==> src/rtl/vmcmp_ctrl_if.sv <==
// Handshake and data bundle between the vector mask-compare controller,
// its command/operand source, the compare unit and the mask writeback.
interface vmcmp_ctrl_if #(
    parameter int DATA_WIDTH  = 64,
    parameter int ADDR_WIDTH  = 32,
    parameter int OPSEL_WIDTH = 3,
    parameter int VL_WIDTH    = 11
);
    logic                    cmd_valid;
    logic                    cmd_ready;
    logic [VL_WIDTH-1:0]     cmd_vl;
    logic [1:0]              cmd_sew;
    logic [OPSEL_WIDTH-1:0]  cmd_opSel;
    logic [ADDR_WIDTH-1:0]   cmd_vd_addr;

    logic                    src_valid;
    logic                    src_ready;
    logic [DATA_WIDTH-1:0]   src_vec0;
    logic [DATA_WIDTH-1:0]   src_vec1;

    logic                    cmp_in_valid;
    logic [DATA_WIDTH-1:0]   cmp_in_vec0;
    logic [DATA_WIDTH-1:0]   cmp_in_vec1;
    logic [2:0]              cmp_in_sew;
    logic [OPSEL_WIDTH-1:0]  cmp_in_opSel;
    logic [2:0]              cmp_in_start_idx;
    logic [ADDR_WIDTH-1:0]   cmp_in_addr;

    logic                    cmp_out_valid;
    logic [DATA_WIDTH-1:0]   cmp_out_vec;

    logic                    wb_valid;
    logic [ADDR_WIDTH-1:0]   wb_addr;
    logic [DATA_WIDTH-1:0]   wb_data;
    logic [DATA_WIDTH/8-1:0] wb_be;
    logic                    wb_last;

    logic                    busy;

    modport master (
        output cmd_valid, cmd_vl, cmd_sew, cmd_opSel, cmd_vd_addr,
        output src_valid, src_vec0, src_vec1,
        output cmp_out_valid, cmp_out_vec,
        input  cmd_ready, src_ready,
        input  cmp_in_valid, cmp_in_vec0, cmp_in_vec1, cmp_in_sew,
        input  cmp_in_opSel, cmp_in_start_idx, cmp_in_addr,
        input  wb_valid, wb_addr, wb_data, wb_be, wb_last, busy
    );

    modport slave (
        input  cmd_valid, cmd_vl, cmd_sew, cmd_opSel, cmd_vd_addr,
        input  src_valid, src_vec0, src_vec1,
        input  cmp_out_valid, cmp_out_vec,
        output cmd_ready, src_ready,
        output cmp_in_valid, cmp_in_vec0, cmp_in_vec1, cmp_in_sew,
        output cmp_in_opSel, cmp_in_start_idx, cmp_in_addr,
        output wb_valid, wb_addr, wb_data, wb_be, wb_last, busy
    );
endinterface

==> src/rtl/vmcmp_ctrl.sv <==
// Vector mask-compare controller: issues operand beats to a compare unit and
// packs the returned per-element result bits into mask words for writeback.
module vmcmp_ctrl #(
    parameter int DATA_WIDTH  = 64,
    parameter int ADDR_WIDTH  = 32,
    parameter int OPSEL_WIDTH = 3,
    parameter int VL_WIDTH    = 11
) (
    input logic         clk,
    input logic         rst,
    vmcmp_ctrl_if.slave bus
);
    localparam int LW = $clog2(DATA_WIDTH);
    localparam int RW = VL_WIDTH + 1;
    localparam int BW = DATA_WIDTH / 8;

    typedef logic [RW-1:0]         rc_t;
    typedef logic [VL_WIDTH-1:0]   vl_t;
    typedef logic [ADDR_WIDTH-1:0] ad_t;
    typedef logic [LW:0]           bw_t;

    typedef enum logic [1:0] {
        IDLE,
        ISSUE,
        DRAIN
    } state_t;

    state_t state_q, state_d;

    vl_t                   vl_q;
    logic [1:0]            sew_q;
    logic [OPSEL_WIDTH-1:0] opsel_q;
    ad_t                   vd_q;

    vl_t                   beat_q;
    rc_t                   ret_q;
    logic [DATA_WIDTH-1:0] acc_q;
    ad_t                   word_q;

    logic                  cin_valid_q;
    logic [DATA_WIDTH-1:0] cin_vec0_q;
    logic [DATA_WIDTH-1:0] cin_vec1_q;
    ad_t                   cin_addr_q;

    logic                  wb_valid_q;
    ad_t                   wb_addr_q;
    logic [DATA_WIDTH-1:0] wb_data_q;
    logic [BW-1:0]         wb_be_q;
    logic                  wb_last_q;

    logic                  cmd_fire;
    logic                  cmd_go;
    logic                  src_fire;
    logic                  res_fire;
    rc_t                   elem;
    rc_t                   beats;
    logic                  last_beat;
    rc_t                   rem;
    logic [7:0]            lane;
    logic [7:0]            res_bits;
    logic [DATA_WIDTH-1:0] acc_nx;
    rc_t                   ret_nx;
    logic                  fin;
    logic                  full;
    vl_t                   vlm1;
    bw_t                   fin_bits;
    bw_t                   fin_bytes;
    logic [BW-1:0]         be_fin;

    assign cmd_fire = bus.cmd_valid && (state_q == IDLE);
    assign cmd_go   = cmd_fire && (bus.cmd_vl != '0);
    assign src_fire = bus.src_valid && (state_q == ISSUE);
    assign res_fire = bus.cmp_out_valid && (state_q != IDLE);

    // Beat geometry: E = 8>>sew elements per beat, ceil(vl/E) beats.
    assign elem      = rc_t'(8) >> sew_q;
    assign beats     = (rc_t'(vl_q) + elem - rc_t'(1)) >> (2'd3 - sew_q);
    assign last_beat = (rc_t'(beat_q) == beats - rc_t'(1));

    assign rem = rc_t'(vl_q) - ret_q;

    always_comb begin
        lane = '0;
        for (int k = 0; k < 8; k++) begin
            lane[k] = (rc_t'(k) < elem) && (rc_t'(k) < rem);
        end
    end

    assign res_bits = bus.cmp_out_vec[7:0] & lane;
    assign acc_nx   = acc_q | (DATA_WIDTH'(res_bits) << ret_q[LW-1:0]);
    assign ret_nx   = ret_q + elem;
    assign fin      = (ret_nx >= rc_t'(vl_q));
    assign full     = (ret_nx[LW-1:0] == '0);

    // Valid bits in the final word, and the bytes that cover them.
    assign vlm1      = vl_q - vl_t'(1);
    assign fin_bits  = {1'b0, vlm1[LW-1:0]} + bw_t'(1);
    assign fin_bytes = (fin_bits + bw_t'(7)) >> 3;

    always_comb begin
        be_fin = '0;
        for (int b = 0; b < BW; b++) begin
            be_fin[b] = (bw_t'(b) < fin_bytes);
        end
    end

    always_ff @(posedge clk) begin
        if (rst) begin
            state_q <= IDLE;
        end else begin
            state_q <= state_d;
        end
    end

    always_comb begin
        state_d = state_q;
        unique case (state_q)
            IDLE: begin
                if (cmd_go) begin
                    state_d = ISSUE;
                end
            end
            ISSUE: begin
                if (src_fire && last_beat) begin
                    state_d = DRAIN;
                end
            end
            DRAIN: begin
                if (wb_last_q) begin
                    state_d = IDLE;
                end
            end
            default: state_d = IDLE;
        endcase
    end

    always_ff @(posedge clk) begin
        if (rst) begin
            vl_q        <= '0;
            sew_q       <= '0;
            opsel_q     <= '0;
            vd_q        <= '0;
            beat_q      <= '0;
            ret_q       <= '0;
            acc_q       <= '0;
            word_q      <= '0;
            cin_valid_q <= 1'b0;
            cin_vec0_q  <= '0;
            cin_vec1_q  <= '0;
            cin_addr_q  <= '0;
            wb_valid_q  <= 1'b0;
            wb_addr_q   <= '0;
            wb_data_q   <= '0;
            wb_be_q     <= '0;
            wb_last_q   <= 1'b0;
        end else begin
            cin_valid_q <= src_fire;
            wb_valid_q  <= 1'b0;
            wb_last_q   <= 1'b0;

            if (cmd_go) begin
                vl_q    <= bus.cmd_vl;
                sew_q   <= bus.cmd_sew;
                opsel_q <= bus.cmd_opSel;
                vd_q    <= bus.cmd_vd_addr;
                beat_q  <= '0;
                ret_q   <= '0;
                acc_q   <= '0;
                word_q  <= '0;
            end

            if (src_fire) begin
                cin_vec0_q <= bus.src_vec0;
                cin_vec1_q <= bus.src_vec1;
                cin_addr_q <= ad_t'(beat_q);
                beat_q     <= beat_q + vl_t'(1);
            end

            // A result that fills the word or retires the last element
            // flushes the accumulator one cycle later.
            if (res_fire) begin
                ret_q <= ret_nx;
                if (fin || full) begin
                    wb_valid_q <= 1'b1;
                    wb_addr_q  <= vd_q + word_q;
                    wb_data_q  <= acc_nx;
                    wb_be_q    <= fin ? be_fin : '1;
                    wb_last_q  <= fin;
                    acc_q      <= '0;
                    word_q     <= word_q + ad_t'(1);
                end else begin
                    acc_q <= acc_nx;
                end
            end
        end
    end

    assign bus.cmd_ready        = (state_q == IDLE);
    assign bus.busy             = (state_q != IDLE);
    assign bus.src_ready        = (state_q == ISSUE);
    assign bus.cmp_in_valid     = cin_valid_q;
    assign bus.cmp_in_vec0      = cin_vec0_q;
    assign bus.cmp_in_vec1      = cin_vec1_q;
    assign bus.cmp_in_sew       = {1'b0, sew_q};
    assign bus.cmp_in_opSel     = opsel_q;
    assign bus.cmp_in_start_idx = 3'd0;
    assign bus.cmp_in_addr      = cin_addr_q;
    assign bus.wb_valid         = wb_valid_q;
    assign bus.wb_addr          = wb_addr_q;
    assign bus.wb_data          = wb_data_q;
    assign bus.wb_be            = wb_be_q;
    assign bus.wb_last          = wb_last_q;
endmodule

==> src/flat_wrapper.sv <==
// flat-port wrapper written by rule: the top's interface ports become plain ports
module vmcmp_ctrl_flat 
#(
    parameter int DATA_WIDTH  = 64,
    parameter int ADDR_WIDTH  = 32,
    parameter int OPSEL_WIDTH = 3,
    parameter int VL_WIDTH    = 11
)
  (clk, rst, bus_cmd_valid, bus_cmd_vl, bus_cmd_sew, bus_cmd_opSel, bus_cmd_vd_addr, bus_src_valid, bus_src_vec0, bus_src_vec1, bus_cmp_out_valid, bus_cmp_out_vec, bus_cmd_ready, bus_src_ready, bus_cmp_in_valid, bus_cmp_in_vec0, bus_cmp_in_vec1, bus_cmp_in_sew, bus_cmp_in_opSel, bus_cmp_in_start_idx, bus_cmp_in_addr, bus_wb_valid, bus_wb_addr, bus_wb_data, bus_wb_be, bus_wb_last, bus_busy);
  vmcmp_ctrl_if #(.DATA_WIDTH(DATA_WIDTH), .ADDR_WIDTH(ADDR_WIDTH), .OPSEL_WIDTH(OPSEL_WIDTH), .VL_WIDTH(VL_WIDTH)) bus_i ();
  input logic clk;
  input logic rst;
  input wire logic [$bits(bus_i.cmd_valid)-1:0] bus_cmd_valid;
  input wire logic [$bits(bus_i.cmd_vl)-1:0] bus_cmd_vl;
  input wire logic [$bits(bus_i.cmd_sew)-1:0] bus_cmd_sew;
  input wire logic [$bits(bus_i.cmd_opSel)-1:0] bus_cmd_opSel;
  input wire logic [$bits(bus_i.cmd_vd_addr)-1:0] bus_cmd_vd_addr;
  input wire logic [$bits(bus_i.src_valid)-1:0] bus_src_valid;
  input wire logic [$bits(bus_i.src_vec0)-1:0] bus_src_vec0;
  input wire logic [$bits(bus_i.src_vec1)-1:0] bus_src_vec1;
  input wire logic [$bits(bus_i.cmp_out_valid)-1:0] bus_cmp_out_valid;
  input wire logic [$bits(bus_i.cmp_out_vec)-1:0] bus_cmp_out_vec;
  output wire logic [$bits(bus_i.cmd_ready)-1:0] bus_cmd_ready;
  output wire logic [$bits(bus_i.src_ready)-1:0] bus_src_ready;
  output wire logic [$bits(bus_i.cmp_in_valid)-1:0] bus_cmp_in_valid;
  output wire logic [$bits(bus_i.cmp_in_vec0)-1:0] bus_cmp_in_vec0;
  output wire logic [$bits(bus_i.cmp_in_vec1)-1:0] bus_cmp_in_vec1;
  output wire logic [$bits(bus_i.cmp_in_sew)-1:0] bus_cmp_in_sew;
  output wire logic [$bits(bus_i.cmp_in_opSel)-1:0] bus_cmp_in_opSel;
  output wire logic [$bits(bus_i.cmp_in_start_idx)-1:0] bus_cmp_in_start_idx;
  output wire logic [$bits(bus_i.cmp_in_addr)-1:0] bus_cmp_in_addr;
  output wire logic [$bits(bus_i.wb_valid)-1:0] bus_wb_valid;
  output wire logic [$bits(bus_i.wb_addr)-1:0] bus_wb_addr;
  output wire logic [$bits(bus_i.wb_data)-1:0] bus_wb_data;
  output wire logic [$bits(bus_i.wb_be)-1:0] bus_wb_be;
  output wire logic [$bits(bus_i.wb_last)-1:0] bus_wb_last;
  output wire logic [$bits(bus_i.busy)-1:0] bus_busy;
  assign bus_i.cmd_valid = bus_cmd_valid;
  assign bus_i.cmd_vl = bus_cmd_vl;
  assign bus_i.cmd_sew = bus_cmd_sew;
  assign bus_i.cmd_opSel = bus_cmd_opSel;
  assign bus_i.cmd_vd_addr = bus_cmd_vd_addr;
  assign bus_i.src_valid = bus_src_valid;
  assign bus_i.src_vec0 = bus_src_vec0;
  assign bus_i.src_vec1 = bus_src_vec1;
  assign bus_i.cmp_out_valid = bus_cmp_out_valid;
  assign bus_i.cmp_out_vec = bus_cmp_out_vec;
  assign bus_cmd_ready = bus_i.cmd_ready;
  assign bus_src_ready = bus_i.src_ready;
  assign bus_cmp_in_valid = bus_i.cmp_in_valid;
  assign bus_cmp_in_vec0 = bus_i.cmp_in_vec0;
  assign bus_cmp_in_vec1 = bus_i.cmp_in_vec1;
  assign bus_cmp_in_sew = bus_i.cmp_in_sew;
  assign bus_cmp_in_opSel = bus_i.cmp_in_opSel;
  assign bus_cmp_in_start_idx = bus_i.cmp_in_start_idx;
  assign bus_cmp_in_addr = bus_i.cmp_in_addr;
  assign bus_wb_valid = bus_i.wb_valid;
  assign bus_wb_addr = bus_i.wb_addr;
  assign bus_wb_data = bus_i.wb_data;
  assign bus_wb_be = bus_i.wb_be;
  assign bus_wb_last = bus_i.wb_last;
  assign bus_busy = bus_i.busy;
  vmcmp_ctrl #(.DATA_WIDTH(DATA_WIDTH), .ADDR_WIDTH(ADDR_WIDTH), .OPSEL_WIDTH(OPSEL_WIDTH), .VL_WIDTH(VL_WIDTH)) u_core (.clk(clk), .rst(rst), .bus(bus_i));
endmodule
==> config.mk <==
export PLATFORM = sky130hd
export DESIGN_NAME = vmcmp_ctrl_flat
export DESIGN_NICKNAME = d
export VERILOG_FILES = /design/src/rtl/vmcmp_ctrl_if.sv /design/src/rtl/vmcmp_ctrl.sv /design/src/flat_wrapper.sv
export SDC_FILE = /design/constraint.sdc
export NUM_CORES = 1
export LEC_CHECK = 0
export BUFFER_PORTS_ARGS = -buffer_cell sky130_fd_sc_hd__buf_2
export CAP_MARGIN = 20
export CORE_MARGIN = 5
export CORE_UTILIZATION = 34
export CTS_CLUSTER_DIAMETER = 150
export CTS_CLUSTER_SIZE = 10
export DETAILED_ROUTE_END_ITERATION = 10
export GPL_ROUTABILITY_DRIVEN = 0
export PLACE_DENSITY = 0.64
export SLEW_MARGIN = 20
export SYNTH_ARGS = -nofsm -noshare
export SYNTH_HDL_FRONTEND = slang
export SYNTH_SLANG_ARGS = --single-unit
==> constraint.sdc <==
create_clock -name clk -period 4.55 [get_ports clk]
set_input_delay 0.6825 -clock clk [delete_from_list [all_inputs] [get_ports clk]]
set_output_delay 0.6825 -clock clk [all_outputs]
set_load 0.01 [all_outputs]
* Word level (Yosys, flattened, before mapping)
Cells that the tools add are included.
** Word-level totals
- Register bits :: 415
- Input port bits :: 245
- Output and inout bits :: 279
- Word-level logic and storage cells :: 108
** Operators by class
- Add/sub/neg operators :: 12
- Order comparisons :: 25
- Eq/ne operators :: 6
- Shift operators :: 3
- Mux-type cells :: 16
- Bitwise logic cells :: 4
- Reductions and logical operators :: 24
** Operators with widths (number)
- $mux W64 :: 3
- $lt A3 B12 Y1 const A :: 8
- $mux W32 :: 3
- $or A64 B64 Y64 :: 1
- $shl A8 B6 Y64 :: 1
- $lt A1 B12 Y1 const A :: 4
- $lt A2 B12 Y1 const A :: 4
- $add A32 B1 Y32 const B :: 1
- $add A32 B32 Y32 :: 1
- $mux W12 :: 2
- $sub A12 B1 Y12 const B :: 2
- $mux W11 :: 2
- $lt A3 B4 Y1 const A :: 4
- $logic_and A1 B1 Y1 :: 13
- $add A11 B12 Y12 :: 1
- $add A12 B12 Y12 :: 1
- $eq A11 B12 Y1 :: 1
- $ge A12 B11 Y1 :: 1
- $shr A12 B2 Y12 :: 1
- $shr A4 B2 Y12 const A :: 1
- $sub A11 B12 Y12 :: 1
- $add A11 B1 Y11 const B :: 1
- $reduce_bool A11 Y1 :: 1
- $and A8 B8 Y8 :: 1
- other kinds (22) :: 31

* Logic depth before layout (Yosys ltp)
- Word-level depth :: 9
- Depth in mapped cells :: 25
- Depth with buffers taken out :: 21

* Worst setup path after synthesis
OpenSTA, ideal clock, no wires.
- Kind :: register to register
- Start point :: reg u_core.sew_q[1]
- End point :: reg u_core.state_q[0]
- Setup time :: 0.137 ns
- Arrival :: 4.834 ns
- Required time :: 4.413 ns
- Setup slack :: -0.421 ns
- Cell stages (with the launch flop) :: 21
- Buffers on the path :: 3
- Period minus slack after synthesis :: 4.971 ns
- Cells stage by stage :: dfxtp_1 -> clkbuf_1 -> clkbuf_1 -> clkbuf_1 -> nand2_1 -> ha_1 -> inv_1 -> ha_1 -> inv_1 -> fa_1 -> nand2b_1 -> a21oi_1 -> nor2_1 -> a211oi_1 -> o211a_4 -> and3_4 -> o2111ai_2 -> a2111o_1 -> a2111oi_2 -> a41o_1 -> a211oi_1
** Between the ends
- Longest elaborated chain between the ends :: 9
- Elaborated cells on any way between the ends :: 10
- Those cells by class :: 4 x add/sub; 2 x eq/ne; 2 x shift; 2 x reduce/logical
** RTL lines
- start: declaration :: line vmcmp_ctrl.sv:31 : logic [1:0] sew_q;
- start signal: assignment :: line vmcmp_ctrl.sv:163 : sew_q <= bus.cmd_sew;
- $shr A4 B2 Y12 :: line vmcmp_ctrl.sv:76 : assign elem = rc_t'(8) >> sew_q;
- $add A11 B12 Y12 :: line vmcmp_ctrl.sv:77 : assign beats = (rc_t'(vl_q) + elem - rc_t'(1)) >> (2'd3 - sew_q);
- $sub A12 B1 Y12 :: line vmcmp_ctrl.sv:77
- $shr A12 B2 Y12 (*) :: line vmcmp_ctrl.sv:77
- $sub A12 B1 Y12 (*) :: line vmcmp_ctrl.sv:78 : assign last_beat = (rc_t'(beat_q) == beats - rc_t'(1));
- $eq A11 B12 Y1 (*) :: line vmcmp_ctrl.sv:78
- $logic_and A1 B1 Y1 (*) :: line vmcmp_ctrl.sv:124 : if (src_fire && last_beat) begin
- $ne A2 B1 Y1 (no line) (*)
- $reduce_and A3 Y1 (no line) (*)
- end signal: assignment :: line vmcmp_ctrl.sv:111 : state_q <= state_d;
- end: declaration :: line vmcmp_ctrl.sv:28 : state_t state_q, state_d;
Mark *: on every way between the ends. The rest lies on a longest branch, timed or not.
A chain may end at the register's enable or synchronous reset.

* Final worst setup path
- Start point :: reg u_core.sew_q[0]
- End point :: reg u_core.state_q[0]
The elaborated chain is that of the path after synthesis.

==> impl_metrics.json <==
{
  "cts.sinks": 415,
  "antenna_found_initial": 17,
  "critPathLaunchType": "register",
  "setup_tns_ps": 0,
  "met2_usage_pct": 32.8,
  "min_period_ps": 4350,
  "met1_usage_pct": 25.8,
  "leakage_nw": 10.8,
  "critPathMaxFanout": 14,
  "grtUsageMet3_pct": 5.85,
  "cts_root_buffer": "clkbuf_16",
  "antenna_left": 0,
  "ff2ff_path_depth": 17,
  "place_area_um2": 24200,
  "synth-edff-count": 0,
  "synth_seq_cells": 415,
  "power.total_mw": 8.90,
  "hold_class": "in -> reg",
  "die_x_um": 259,
  "dr_total_vias": 20800,
  "synth.yosys.warnings": 0,
  "first_pass_iters": 6,
  "hpwl_um": 53300,
  "vias_per_cell": 5.32,
  "syn_avg_cell_area_um2": 7.78,
  "syn_area_um2": 21000,
  "worstHoldStart": "bus_src_vec0[22]",
  "core_um2": 61500,
  "seq_power_share_pct": 43.0,
  "die_y_um": 259,
  "final_util_pct": 41.6,
  "cap_violations": 0,
  "drtIter0Drc": 1759,
  "grt_max_degree": 142,
  "grt_overflow": 0,
  "grt_pass1_wl_um": 110000,
  "critPathCaptureType": "register",
  "timing.hold.ws_ps": 328,
  "nNetsFinal": 3430,
  "r2r_start": "u_core.sew_q[0]",
  "grt_pass1_vias": 19000,
  "netlist_instances": 2700,
  "drive_gt1_share_pct": 21.1,
  "busiest_layer": "met2",
  "p_int_mw": 6.25,
  "required_ps": 4970,
  "place.port_buffers": 442,
  "max_slew.worst_pin.slew_ps": 1090,
  "switching_power_mw": 2.65,
  "setup_viol": 0,
  "slew_headroom_pct": 27.4,
  "ir_worst_vdd_v": 0.000273,
  "rows": 91,
  "area_growth_pct": 21.8,
  "drc": 0,
  "ys_types": 104,
  "synthArstFlopShare_pct": 0,
  "critPathKind": "reg -> reg",
  "crit_arrival_ps": 4770,
  "switching_share_pct": 29.8,
  "htree_levels": 2,
  "min_to": "u_core.bus.cmp_in_vec0[22]",
  "fin_crit_sh_pct": 95.7,
  "grt_use_total_pct": 20.2,
  "clockBufferDepth": 3,
  "max_freq_mhz": 230,
  "routedWlPerCell_um": 18.6,
  "yosys_most_used_dff": "dfxtp_1",
  "cp_cell_sequence": "buf_6, nand2_1, ha_1, inv_1, ha_1, a211oi_2, buf_4, or2_1, a2bb2oi_1, mux2_2, nor4b_1, a21oi_1, o2111ai_2, a2111o_1, a2111oi_2, a41o_1, a211oi_1",
  "synth_seq_area_share_pct": 39.6,
  "status": "completed",
  "fin_skew_ps": 32.6,
  "final_area_um2": 25600,
  "cts_tree": "built",
  "nFillCells": 6373,
  "min_path_cells": 3,
  "holdBufCountCts": 0,
  "pin_count": 524,
  "slew_violations": 0,
  "crit_slowest_cell": "a2111o_1",
  "cts_buffers": 47,
  "dieArea_um2": 66800,
  "hold_viol": 0,
  "p_comb_share_pct": 19.6,
  "cpMostUsedCell": "ha_1",
  "clkPwrFrac_pct": 37.4,
  "power_per_cell_area_nw_per_um2": 348,
  "initial_utilization_pct": 34.2,
  "rrSetupSlack_ps": 200,
  "path_clk_slew_ps": 70,
  "rsz0062_at_grt": "true",
  "slowest_delay_ps": 440,
  "routed_wl_um": 72700,
  "clock_latency_ps": 590,
  "r2r-end": "u_core.state_q[0]"
}
-- what timing repair did --
| action | 4_1_cts | 5_1_grt |
|---|---|---|
| setup endpoints to repair | 0 | 98 |
| resized for setup | 0 | 21 |
| setup buffers | 0 | 3 |
-- cell type report --
class                   count  area (um2)  share of cell area (%)
diodes                      7        17.5                  0.0684
clock buffers              47        1180                    4.60
clock inverters             4        60.1                   0.235
inverters                  78         293                    1.14
multi-input cells        2037       11800                    46.0
flip-flops and latches    415        8310                    32.5
well taps                 790         988                    3.86
repair buffers            526        2970                    11.6
-- metrics by stage --
stage               worst slack, ps  std cells
global placement                106       3841
global route                  -83.0       3901
detailed placement             84.8       3841
CTS                            51.6       3892
finish                          197       3904
floorplan                     -57.2       2724
-- power by group through the flow --
stage | Clock, mW | Combinational [mW] | Sequential [mW]
finish | 3.33 | 1.75 | 3.82
global route | 3.58 | 1.93 | 3.84
CTS | 3.45 | 1.70 | 3.82
detailed placement | 0 | 1.69 | 3.90
global placement | 0 | 1.69 | 3.90
floorplan | 0 | 1.10 | 3.93
-- routing by layer --
metal,share of wire (%),up-vias
li1,-,10300
met1,42,9544
met2,46,732
met3,8.8,142
met4,3.3,14
met5,0.12,-
-- critical path, delay by kind of cell, from the launching register on --
family / cells / cell delay [ps]
compound gates: 8 / 1890
fa+ha+maj: 2 / 640
simple gates: 3 / 520
mux: 1 / 400
buf+inv: 3 / 380
flops: 1 / 360
-- logic make-up (layout without fill, tap and decap cells) --
logic type | after synthesis | after routing | share of synthesized area, %
XOR/XNOR | 59 | 59 | 2.53
adder cells (fa/ha/maj) | 80 | 80 | 4.91
AND/OR/NAND/NOR | 1070 | 1070 | 22.2
buffers and inverters | 272 | 655 | 5.44
other | 1 | 32 | 0.0179
multiplexers | 29 | 29 | 1.63
AO/OA/AOI/OAI | 774 | 774 | 23.7
flip-flops | 415 | 415 | 39.6
-- cells in the final DEF (no fill, tap or decap), types with 13 or more instances in the layout --
master	n
nand2_1	543
buf_2	441
dfxtp_1	413
a21oi_1	323
nor2_1	210
o21ai_0	116
nor3_1	78
nand3_1	76
ha_1	76
inv_1	74
buf_4	74
clkbuf_16	49
a211oi_1	47
and3_1	41
xnor2_1	37
a31oi_1	37
a21o_1	33
nand4_1	26
conb_1	25
xor2_1	20
o22ai_1	20
a311oi_1	18
mux2i_1	15
nand2b_1	14
o211ai_1	14
a32oi_1	13
o221ai_1	13
-- worst max-delay path by stage --
stage	startpoint	to	slack (ps)	cells past startpoint
4_1_cts	u_core.sew_q[1]	u_core.state_q[0]	50	20
5_1_grt	u_core.sew_q[0]	u_core.state_q[0]	-80	21
6_report	u_core.sew_q[0]	u_core.state_q[0]	200	17
3_5_place_dp	u_core.sew_q[1]	u_core.state_q[0]	80	20
2_1_floorplan	u_core.sew_q[0]	u_core.state_q[0]	-60	22
3_3_place_gp	u_core.sew_q[1]	u_core.state_q[0]	110	20
-- synth_stat cells (all sizes together) (10+ instances only) --
cell | n | area, um2
nand2 | 545 | 2050
dfxtp | 415 | 8310
a21oi | 326 | 1640
nor2 | 213 | 800
clkbuf | 144 | 541
o21ai | 128 | 641
nor3 | 81 | 415
nand3 | 77 | 385
ha | 76 | 951
inv | 74 | 278
a211oi | 52 | 420
buf | 50 | 310
and3 | 43 | 274
a31oi | 39 | 250
xnor2 | 38 | 333
a21o | 33 | 248
nand4 | 26 | 163
o22ai | 21 | 138
xor2 | 20 | 175
a311oi | 18 | 158
mux2i | 16 | 173
a32oi | 14 | 130
nand2b | 14 | 87.6
o211ai | 14 | 105
o221ai | 13 | 114
or3 | 12 | 75.1
mux2 | 11 | 124
nor4 | 11 | 68.8
o31ai | 11 | 87.6
a2111oi | 10 | 121
a22oi | 10 | 80.1
nor2b | 10 | 62.6
-- registers in the layout (all words and copies together), names as in the netlist --
| signal | flops |
|---|---|
| u_core.acc_q | 64 |
| u_core.bus.cmp_in_vec0 | 64 |
| u_core.bus.cmp_in_vec1 | 64 |
| u_core.bus.wb_data | 64 |
| u_core.bus.wb_addr | 32 |
| u_core.vd_q | 32 |
| u_core.word_q | 32 |
| u_core.ret_q | 12 |
| u_core.beat_q | 11 |
| u_core.bus.cmp_in_addr | 11 |
| u_core.vl_q | 11 |
| u_core.bus.wb_be | 8 |
| u_core.bus.cmp_in_opSel | 3 |
| u_core.sew_q | 2 |
| u_core.state_q | 2 |
| u_core.bus.cmp_in_valid | 1 |
| u_core.bus.wb_last | 1 |
| u_core.bus.wb_valid | 1 |
Note: power is estimated with default switching activity, not from simulation.
